===== src/rtl/uart_loopback_top.sv =====
// Self-contained UART loopback block: a free-running bit/sample clock generator,
// a single-shot transmitter that sends TX_DATA once after reset, and an
// oversampling receiver that presents the last good byte on datareg/rxOut.
// Everything runs from clk; txclk and rxclk are outputs only, never clocks.

module uart_loopback_top #(
    parameter int         BIT_CYCLES = 64,
    parameter int         OVERSAMPLE = 8,
    parameter logic [7:0] TX_DATA    = 8'h33
) (
    input  logic       clk,
    input  logic       rst,
    output logic       rxclk,
    output logic       txclk,
    output logic       txd,
    input  logic       rxd,
    output logic       rxOut,
    output logic [7:0] datareg
);

    localparam int SAMPLE_CYCLES = BIT_CYCLES / OVERSAMPLE;
    localparam int TXW           = $clog2(BIT_CYCLES);
    localparam int RXW           = $clog2(SAMPLE_CYCLES);
    localparam int SW            = $clog2(OVERSAMPLE);

    localparam logic [TXW-1:0] TX_LAST = TXW'(BIT_CYCLES - 1);
    localparam logic [TXW-1:0] TX_HALF = TXW'(BIT_CYCLES / 2 - 1);
    localparam logic [RXW-1:0] RX_LAST = RXW'(SAMPLE_CYCLES - 1);
    localparam logic [RXW-1:0] RX_HALF = RXW'(SAMPLE_CYCLES / 2 - 1);
    localparam logic [SW-1:0]  MID_S   = SW'(OVERSAMPLE / 2 - 1);
    localparam logic [SW-1:0]  LAST_S  = SW'(OVERSAMPLE - 1);

    typedef enum logic [1:0] {
        IDLE  = 2'd0,
        START = 2'd1,
        DATA  = 2'd2,
        STOP  = 2'd3
    } state_t;

    logic [TXW-1:0] tx_cnt;
    logic [RXW-1:0] rx_cnt;
    logic           tx_tick;
    logic           rx_tick;

    state_t         tx_state;
    logic [2:0]     tx_bit;
    logic           tx_sent;

    logic           rxd_meta;
    logic           rxd_sync;
    state_t         rx_state;
    logic [2:0]     rx_bit;
    logic [SW-1:0]  sample_cnt;
    logic [7:0]     shift_reg;

    // The ticks fire on the cycle whose edge raises the matching square wave,
    // so the FSMs step in lockstep with the visible txclk/rxclk rising edges.
    assign tx_tick = (tx_cnt == TX_HALF);
    assign rx_tick = (rx_cnt == RX_HALF);

    // Bit-rate counter and 50%-duty txclk: low for the first half of the count, high for the second.
    // NOTE: sequential state is written with <= so every flop samples pre-edge values; = here would chain registers within one edge.
    always_ff @(posedge clk or negedge rst) begin
        if (!rst) begin
            tx_cnt <= '0;
            txclk  <= 1'b0;
        end else if (tx_cnt == TX_LAST) begin
            tx_cnt <= '0;
            txclk  <= 1'b0;
        end else begin
            tx_cnt <= tx_cnt + 1'b1;
            if (tx_cnt == TX_HALF) begin
                txclk <= 1'b1;
            end
        end
    end

    // Sample-rate counter and 50%-duty rxclk, same shape as the bit clock.
    always_ff @(posedge clk or negedge rst) begin
        if (!rst) begin
            rx_cnt <= '0;
            rxclk  <= 1'b0;
        end else if (rx_cnt == RX_LAST) begin
            rx_cnt <= '0;
            rxclk  <= 1'b0;
        end else begin
            rx_cnt <= rx_cnt + 1'b1;
            if (rx_cnt == RX_HALF) begin
                rxclk <= 1'b1;
            end
        end
    end

    // Single-shot transmitter; txd is registered and changes only on tx_tick.
    // NOTE: every control register here has an explicit reset value; there are no storage arrays, so nothing is left to power-up state.
    always_ff @(posedge clk or negedge rst) begin
        if (!rst) begin
            tx_state <= IDLE;
            tx_bit   <= 3'd0;
            tx_sent  <= 1'b0;
            txd      <= 1'b1;
        end else if (tx_tick) begin
            case (tx_state)
                IDLE: begin
                    txd <= 1'b1;
                    if (!tx_sent) begin
                        tx_state <= START;
                        txd      <= 1'b0;
                    end
                end
                START: begin
                    tx_state <= DATA;
                    tx_bit   <= 3'd0;
                    txd      <= TX_DATA[0];
                end
                DATA: begin
                    if (tx_bit == 3'd7) begin
                        tx_state <= STOP;
                        txd      <= 1'b1;
                    end else begin
                        tx_bit <= tx_bit + 3'd1;
                        txd    <= TX_DATA[tx_bit + 3'd1];
                    end
                end
                STOP: begin
                    tx_state <= IDLE;
                    tx_sent  <= 1'b1;
                    txd      <= 1'b1;
                end
                default: begin
                    tx_state <= IDLE;
                    txd      <= 1'b1;
                end
            endcase
        end
    end

    // Two-flop synchronizer for the asynchronous serial input; resets to the idle level.
    always_ff @(posedge clk or negedge rst) begin
        if (!rst) begin
            rxd_meta <= 1'b1;
            rxd_sync <= 1'b1;
        end else begin
            rxd_meta <= rxd;
            rxd_sync <= rxd_meta;
        end
    end

    // Oversampling receiver: confirm the start bit at mid-bit, then sample each
    // following bit one full bit later, and commit only on a high stop bit.
    always_ff @(posedge clk or negedge rst) begin
        if (!rst) begin
            rx_state   <= IDLE;
            rx_bit     <= 3'd0;
            sample_cnt <= '0;
            shift_reg  <= 8'h00;
            datareg    <= 8'h00;
            rxOut      <= 1'b0;
        end else if (rx_tick) begin
            case (rx_state)
                IDLE: begin
                    if (!rxd_sync) begin
                        rx_state   <= START;
                        sample_cnt <= '0;
                    end
                end
                START: begin
                    if (sample_cnt == MID_S) begin
                        if (rxd_sync) begin
                            rx_state <= IDLE;
                        end else begin
                            rxOut      <= 1'b0;
                            rx_state   <= DATA;
                            rx_bit     <= 3'd0;
                            sample_cnt <= '0;
                        end
                    end else begin
                        sample_cnt <= sample_cnt + 1'b1;
                    end
                end
                DATA: begin
                    if (sample_cnt == LAST_S) begin
                        sample_cnt <= '0;
                        shift_reg  <= {rxd_sync, shift_reg[7:1]};
                        rx_bit     <= rx_bit + 3'd1;
                        if (rx_bit == 3'd7) begin
                            rx_state <= STOP;
                        end
                    end else begin
                        sample_cnt <= sample_cnt + 1'b1;
                    end
                end
                STOP: begin
                    if (sample_cnt == LAST_S) begin
                        sample_cnt <= '0;
                        rx_state   <= IDLE;
                        if (rxd_sync) begin
                            datareg <= shift_reg;
                            rxOut   <= 1'b1;
                        end
                    end else begin
                        sample_cnt <= sample_cnt + 1'b1;
                    end
                end
                default: begin
                    rx_state <= IDLE;
                end
            endcase
        end
    end

endmodule


===== config.mk =====
export PLATFORM = sky130hd
export DESIGN_NAME = uart_loopback_top
export DESIGN_NICKNAME = d
export VERILOG_FILES = /design/src/rtl/uart_loopback_top.sv
export SDC_FILE = /design/constraint.sdc
export NUM_CORES = 1
export LEC_CHECK = 0
export ABC_CLOCK_PERIOD_IN_PS = 2300
export BUFFER_PORTS_ARGS = -buffer_cell sky130_fd_sc_hd__buf_2
export CORE_MARGIN = 8
export CORE_UTILIZATION = 40
export CTS_CLUSTER_DIAMETER = 200
export CTS_CLUSTER_SIZE = 24
export DETAILED_ROUTE_END_ITERATION = 6
export PLACE_DENSITY = 0.6
export SLEW_MARGIN = 20
export SYNTH_ARGS = -nofsm -noshare
export SYNTH_HDL_FRONTEND = slang
export SYNTH_SLANG_ARGS = --single-unit

===== constraint.sdc =====
create_clock -name clk -period 2.3 [get_ports clk]
set_input_delay 0.345 -clock clk [delete_from_list [all_inputs] [get_ports clk]]
set_output_delay 0.345 -clock clk [all_outputs]
set_load 0.05 [all_outputs]

* Word-level counts from Yosys, hierarchy flattened
Memories as Yosys holds them, arrays and structs flattened.
Cells that the tools add are included.
** Storage, ports and cells
- Flip-flop bits (word level) :: 45
- Memories kept :: 1
- Logic and storage cells :: 99
- Input port bits :: 3
- Output and inout port bits :: 12
- Memory bits (read-only) :: 8
** Memory list
- (no name shown) :: depth 8, bits a word 1, rd ports 1, clocked after memory_dff 0, wr ports 0, line 122 : txd <= TX_DATA[tx_bit + 3'd1];
** Cells by class
- $add $sub $neg :: 5
- Reduce and logical (&&, ||, !) cells :: 17
- $lt $le $gt $ge :: 1
- Equal/unequal tests :: 24
- Mux-type cells :: 35
** Operators by type and width (count)
- $mux W3 :: 8
- $ne A2 B2 Y1 const B :: 10
- $mux W2 :: 8
- $pmux W2 S4 :: 2
- $add A3 B1 Y3 const B :: 4
- $eq A3 B3 Y1 const B :: 4
- $pmux W3 S2 :: 2
- $reduce_and A6 Y1 :: 2
- $mux W1 :: 11
- $reduce_bool A2 Y1 :: 5
- $pmux W3 S3 :: 1
- $reduce_and A3 Y1 :: 3
- $eq A2 B2 Y1 const B :: 4
- $add A6 B1 Y6 const B :: 1
- $eq A3 B2 Y1 const B :: 2
- $eq A6 B5 Y1 const B :: 1
- $eq A6 B6 Y1 const B :: 1
- $mux W6 :: 1
- $reduce_and A5 Y1 :: 1
- $eq A2 B1 Y1 const B :: 2
- $logic_not A2 Y1 :: 2
- $lt A3 B4 Y1 const B :: 1
- $reduce_and A4 Y1 :: 1
- $reduce_or A2 Y1 :: 2
- 3 further kinds :: 3

* Longest topological paths before layout
Gate-level depths: netlist of run 1.
- Word-level depth :: 5
- Mapped depth :: 6
- Depth with buffers taken out :: 5

* Worst setup path after synthesis of run 1
No wires, ideal clock.
- Path type :: register to register
- Start point :: register sample_cnt[0]
- End point :: register shift_reg[0]
- Path buffers :: 1
- Library setup time :: 0.125 ns
- Arrival :: 1.545 ns
- Path slack :: 0.630 ns
- Data required time :: 2.175 ns
- Stages on the path, launching flop included :: 7
- Period minus slack after synthesis :: 1.670 ns
- Path through :: dfrtp_1 -> ha_1 -> ha_1 -> and3b_1 -> and2_4 -> buf_6 -> mux2_4
** On the way
- Longest elaborated chain between the ends :: 2
** RTL lines
- start, declared :: line 53 : logic [SW-1:0] sample_cnt;
- start signal, assigned :: line 178 : sample_cnt <= sample_cnt + 1'b1;
- start signal, assigned :: line 190 : sample_cnt <= sample_cnt + 1'b1;
- start signal, assigned :: line 202 : sample_cnt <= sample_cnt + 1'b1;
- $eq A3 B3 Y1 :: line 182 : if (sample_cnt == LAST_S) begin
- $reduce_and A3 Y1 (no line)
- end signal, assigned :: line 184 : shift_reg <= {rxd_sync, shift_reg[7:1]};
- end, declared :: line 54 : logic [7:0] shift_reg;
No other way between the ends.
A chain may end at the register's enable or synchronous reset.

* Final worst setup path of run 1
- Start point :: register rx_cnt[0]
- End point :: register datareg[0]
** On the way
- Longest elaborated chain between the ends :: 2
** RTL lines
- start, declared :: line 41 : logic [RXW-1:0] rx_cnt;
- start signal, assigned :: line 87 : rx_cnt <= rx_cnt + 1'b1;
- $eq A3 B2 Y1 :: line 59 : assign rx_tick = (rx_cnt == RX_HALF);
- $reduce_and A4 Y1 (no line)
- end signal, assigned :: line 198 : datareg <= shift_reg;
- end, declared :: line 18 : output logic [7:0] datareg
No other way between the ends.

==> results.toml, run 1 <==
[setup_path]
crit_arrival_ns = 1.99
crit_fanout = 12
start_kind = "flop"
critPathCaptureType = "flop"
critPathRequiredTime_ns = 2.48
cpPeakStageDelay_ns = 0.39
cpMaxStageDelayCell = "ha_1"
path_cells = "ha_1, ha_1, and3_1, nand3_2, mux2_2"
crit_top_cell = "ha_1"
crit_type = "flop to flop"

[drt]
wl_per_cell_um = 13.80
route.detailed.drc = 0
via_per_inst = 5.128
num_vias = 1323
drt_iter0_drc = 75
final_antenna_net_count = 0
drtPass1Iterations = 5
routed_wl_um = 3560

[synthesis]
synth_area_leaders = "dfrtp_1, ha_1, mux2_2, mux2_4, dfstp_2"
ys_seq_area_share_pct = 53.50
syn_nets = 187
synthMuxAreaShare_pct = 11.91
syn_area_per_cell_um2 = 12.65
ys_types = 40
ys_warn_count = 0
yosys.area.top_type_share_pct = 49.76
yosysTopAreaCell = "dfrtp_1"
synth_compound_area_share_pct = 10.37
synth-simple-area-share_pct = 10.37
ys.flop_type = "dfrtp_1"
synth-xor-area-share_pct = 1.244
synth_area_um2 = 2112
synth-edff-count = 0
synth_top_family_by_area = "multiplexers"
synth-async-reset-ratio_pct = 100.0
synth-adder-area-share_pct = 10.07
syn_inst = 167
synth-seq-cells = 45

[clock_network]
cts_resized = 0
clock-sinks = 45
clockBufferDepth = 2
hold_buffers = 1
postCtsSetupRepairBufs = 0
clk_latency_ns = 0.29
cts-htree-levels = 2
clkTransAtPathRegs_ns = 0.08
root_buffer = "clkbuf_8"
cts_inserted_buffers = 5
cts_tree = "built"

[status]
run_status = "completed"

[floorplanning]
dieArea_um2 = 7861
initial_utilization_pct = 41.35
die_w_um = 88.67
io_pins = 15
rows = 26
coreArea_um2 = 5107
die_y_um = 88.67

[placement]
place_congestion = 0.7003
place_inst = 249
dp_hpwl_um = 2680
numPortBuffers = 14
placed_cell_area_um2 = 2261

[run]
drv_cap = 0

[finish]
antennaDiodeCount = 0
fin_area_um2 = 2405
finalNetCount = 207
final_common_cell = "dfrtp_1"
layout_common_cells = "dfrtp_1, ha_1, buf_2, mux2_2, nand3_1"
final_layout_size_suffix_gt1_share_pct = 27.66
synthToLayoutAreaGrowth_pct = 13.86
final_cells = 258
num-fill-cells = 474

[grt]
grt_use_total_pct = 10.20
grt_max_degree = 24
overflow = 0
grt_pass1_vias = 1363
antenna_found_initial = 0
grt_pass1_wl_um = 6348

[timing]
relSlewSlack_pct = 71.16
rsz0062_at_grt = "false"
slew_violations = 0
tns_ns = 0
whs_ns = 0.1473
period_minus_slack_ns = 1.810
setup_viol = 0
clock-skew-final_ns = 0.004054
worst_pin_slew_ns = 0.4217
hold_violations = 0
max_freq_ghz = 0.5526
post-route-period-util_pct = 78.68

[worst_hold_path]
min_path_type = "primary input to flop"

[pwr]
pwr_density_cell_nw_per_um2 = 692.3
vdd_ir_drop_max_v = 0.0002258
power_uw = 1665
p_leak_uw = 0.001183
==> Yosys cell counts (4+ instances only) <==
| library cell | count |
|---|---|
| dfrtp_1 | 42 |
| ha_1 | 17 |
| mux2_4 | 7 |
| nor2_1 | 7 |
| o21ai_0 | 8 |
| nor2b_1 | 4 |
| a21oi_1 | 6 |
| inv_1 | 8 |
| nand2_1 | 5 |
| mux2_2 | 13 |
| nand3_1 | 9 |
==> final cells by class <==
class	count	area [um2]	share of cell area (%)
Timing Repair Buffer	17	95.09	3.954
Inverter	8	30.03	1.249
Tap cell	70	87.58	3.642
Multi-Input combinational cell	110	928.4	38.61
Clock inverter	3	65.06	2.706
Clock buffer	5	68.82	2.862
Sequential cell	45	1130	46.98
==> layer usage <==
metal	part of all wire [%]	wire length, um	GRT usage, %
met3	5.6	201	3.157
met1	47	1657	12.78
met5	0	0	0
met2	47	1675	16.24
met4	0.73	26	3.226
==> metrics by stage <==
step | setup WS [ns] | utilization [%]
finish | 0.4905 | 47.08
global route | 0.3018 | 47.08
CTS | 0.4589 | 47.08
detailed placement | 0.4725 | 44.27
global placement | 0.5870 | 44.27
floorplan | 0.6301 | -
==> where the power goes <==
| group | internal [uW] | leakage [uW] | switching [uW] |
|---|---|---|---|
| sequential | 820 | 0.000582 | 32.8 |
| combinational | 64.4 | 0.000533 | 59.4 |
| clock | 431 | 0.0000681 | 257 |
==> final timing paths <==
path                                     end  depth (start not counted)  startpoint  slack (ns)
worst min-delay path                rxd_meta                          1         rxd        0.15
worst max register to register    datareg[0]                          5   rx_cnt[0]        0.49
min in group asynchronous       shift_reg[0]                          2         rst        0.36
max in group asynchronous                txd                          3         rst        1.44
worst max-delay path              datareg[0]                          5   rx_cnt[0]        0.49
worst min register to register      rxd_sync                          0    rxd_meta        0.36
==> cell families after synthesis <==
logic type | Yosys count
muxes | 20
DFF | 45
buffers and inverters | 12
adders and majority gates | 17
and+or+nand+nor | 38
xor gates and xnor gates | 3
AOI/OAI and AO/OA | 32
==> worst max-delay path: cells and delay by family (launching register included) <==
kind / cells / cell delay [ns]
flops: 1 / 0.35
fa+ha+maj: 2 / 0.57
simple gates: 2 / 0.43
mux: 1 / 0.34
No activity file was read; power rests on OpenSTA's default activity.
==> inputs of run 2 (changes only) <==
ABC_CLOCK_PERIOD_IN_PS = 1700   (was 2300)
clock period = 1.7 ns   (was 2.3 ns; I/O delays follow)
==> results.toml, run 2 (synthesized netlist as in run 1, its figures left out) <==
[setup_path]
start_kind = "flop"
path_cells = "ha_2, ha_1, and3b_2, and2_4, mux2_4"
critPathTopFamily = "adder cells"
crit_fanout = 6
cpPeakStageDelay_ns = 0.39
crit_type = "flop to flop"
critical_path_buf_inv_count = 0
cpMaxStageDelayCell = "dfrtp_1"
crit_arrival_ns = 1.80
critPathRequiredTime_ns = 1.88
critPathCaptureType = "flop"

[timing]
max_freq_ghz = 0.6168
worst_pin_slew_ns = 0.5505
rsz0062_at_grt = "true"
setup_viol = 0
slew_violations = 0
hold_violations = 0
relSlewSlack_pct = 63.30
post-route-period-util_pct = 95.37
whs_ns = 0.02997
clock-skew-final_ns = 0.004756
layout_setup_ws_ns = 0.07871
period_minus_slack_ns = 1.621

[finish]
postLayoutCoreUtil_pct = 46.84
layout_common_cells = "dfrtp_1, ha_1, buf_2, mux2_2, nand3_1"
final_cells = 259
final_common_cell = "dfrtp_1"
num-fill-cells = 487
final_layout_size_suffix_gt1_share_pct = 31.22
antennaDiodeCount = 0
fin_area_um2 = 2392
finalNetCount = 209
synthToLayoutAreaGrowth_pct = 13.27

[grt]
grt_use_total_pct = 9.781
grt_max_degree = 46
antenna_found_initial = 0
overflow = 0
grt_pass1_wl_um = 6051
grt_pass1_vias = 1310

[status]
run_status = "completed"

[drt]
routed_wl_um = 3564
drtPass1Iterations = 4
wl_per_cell_um = 13.76
via_per_inst = 5.205
route.detailed.drc = 0
drt_iter0_drc = 52
final_antenna_net_count = 0
num_vias = 1348

[pwr]
vdd_ir_drop_max_v = 0.0002833
p_leak_uw = 0.001167
pwr_density_cell_nw_per_um2 = 828.1

[placement]
place_inst = 251
dp_hpwl_um = 2573
placed_cell_area_um2 = 2276
pre_cts_ws_ns = 0.04173
place_congestion = 0.7560
numPortBuffers = 14

[clock_network]
clock-sinks = 45
cts_tree = "built"
cts_inserted_buffers = 5
clkTransAtPathRegs_ns = 0.08
postCtsSetupRepairBufs = 0
clockBufferDepth = 2
clk_latency_ns = 0.29
root_buffer = "clkbuf_8"
cts-htree-levels = 2

[floorplanning]
dieArea_um2 = 7861
initial_utilization_pct = 41.35
rows = 26
die_w_um = 88.67
io_pins = 15
coreArea_um2 = 5107
die_y_um = 88.67

[worst_hold_path]
min_path_type = "primary input to asynchronous set/reset pin"

[run]
drv_cap = 0
## run 2: timing repair
action                                  4_1_cts  5_1_grt
endpoints found under the setup margin        0       14
resized for setup                             0        9
hold buffers                                  0        0
## run 2: report_power, final
group / switching [uW] / total (uW) / internal (uW)
sequential: 40.5 / 1150 / 1110
clock: 321 / 644 / 322
combinational: 89.2 / 186 / 96.9
## run 2: layout make-up
type                            count  area (um2)  area share, %
Inverter                            8       30.03          1.255
Timing Repair Buffer               18       100.1          4.184
Clock buffer                        7       86.33          3.609
Sequential cell                    45        1130          47.23
Tap cell                           70       87.58          3.661
Multi-Input combinational cell    111       958.4          40.06
## run 2: worst paths after layout
| check | startpoint | slack [ns] | to | depth (start not counted) |
|---|---|---|---|---|
| setup reg to reg | sample_cnt[0] | 0.08 | shift_reg[3] | 5 |
| setup / recovery | sample_cnt[0] | 0.08 | shift_reg[3] | 5 |
| max in group asynchronous | rst | 1.28 | rxd_meta | 2 |
| min in group clk | rxd | 0.06 | rxd_meta | 1 |
| hold reg to reg | rxd_meta | 0.36 | rxd_sync | 0 |
| hold / removal | rst | 0.03 | asynchronous set/reset pin | 2 |
## run 2: metrics by stage
stage	total power, uW	TNS, ns
after floorplan	1288	0
after global routing	2087	-0.01215
final	1981	0
after global placement	1335	0
after detailed placement	1348	0
after CTS	2009	0
## run 2: routing by layer
metal	part of all wire (%)	global-route usage, %	vias up
li1	-	-	642
met1	46	11.69	682
met2	47	15.70	19
met3	5.4	3.435	5
met4	1.3	3.687	0
met5	0	0	-
## run 2: worst register-to-register path: stages, from the launching register on
cell and delay (ns):
dfrtp_1 0.39, ha_2 0.21, ha_1 0.20, and3b_2 0.23, and2_4 0.18, mux2_4 0.30
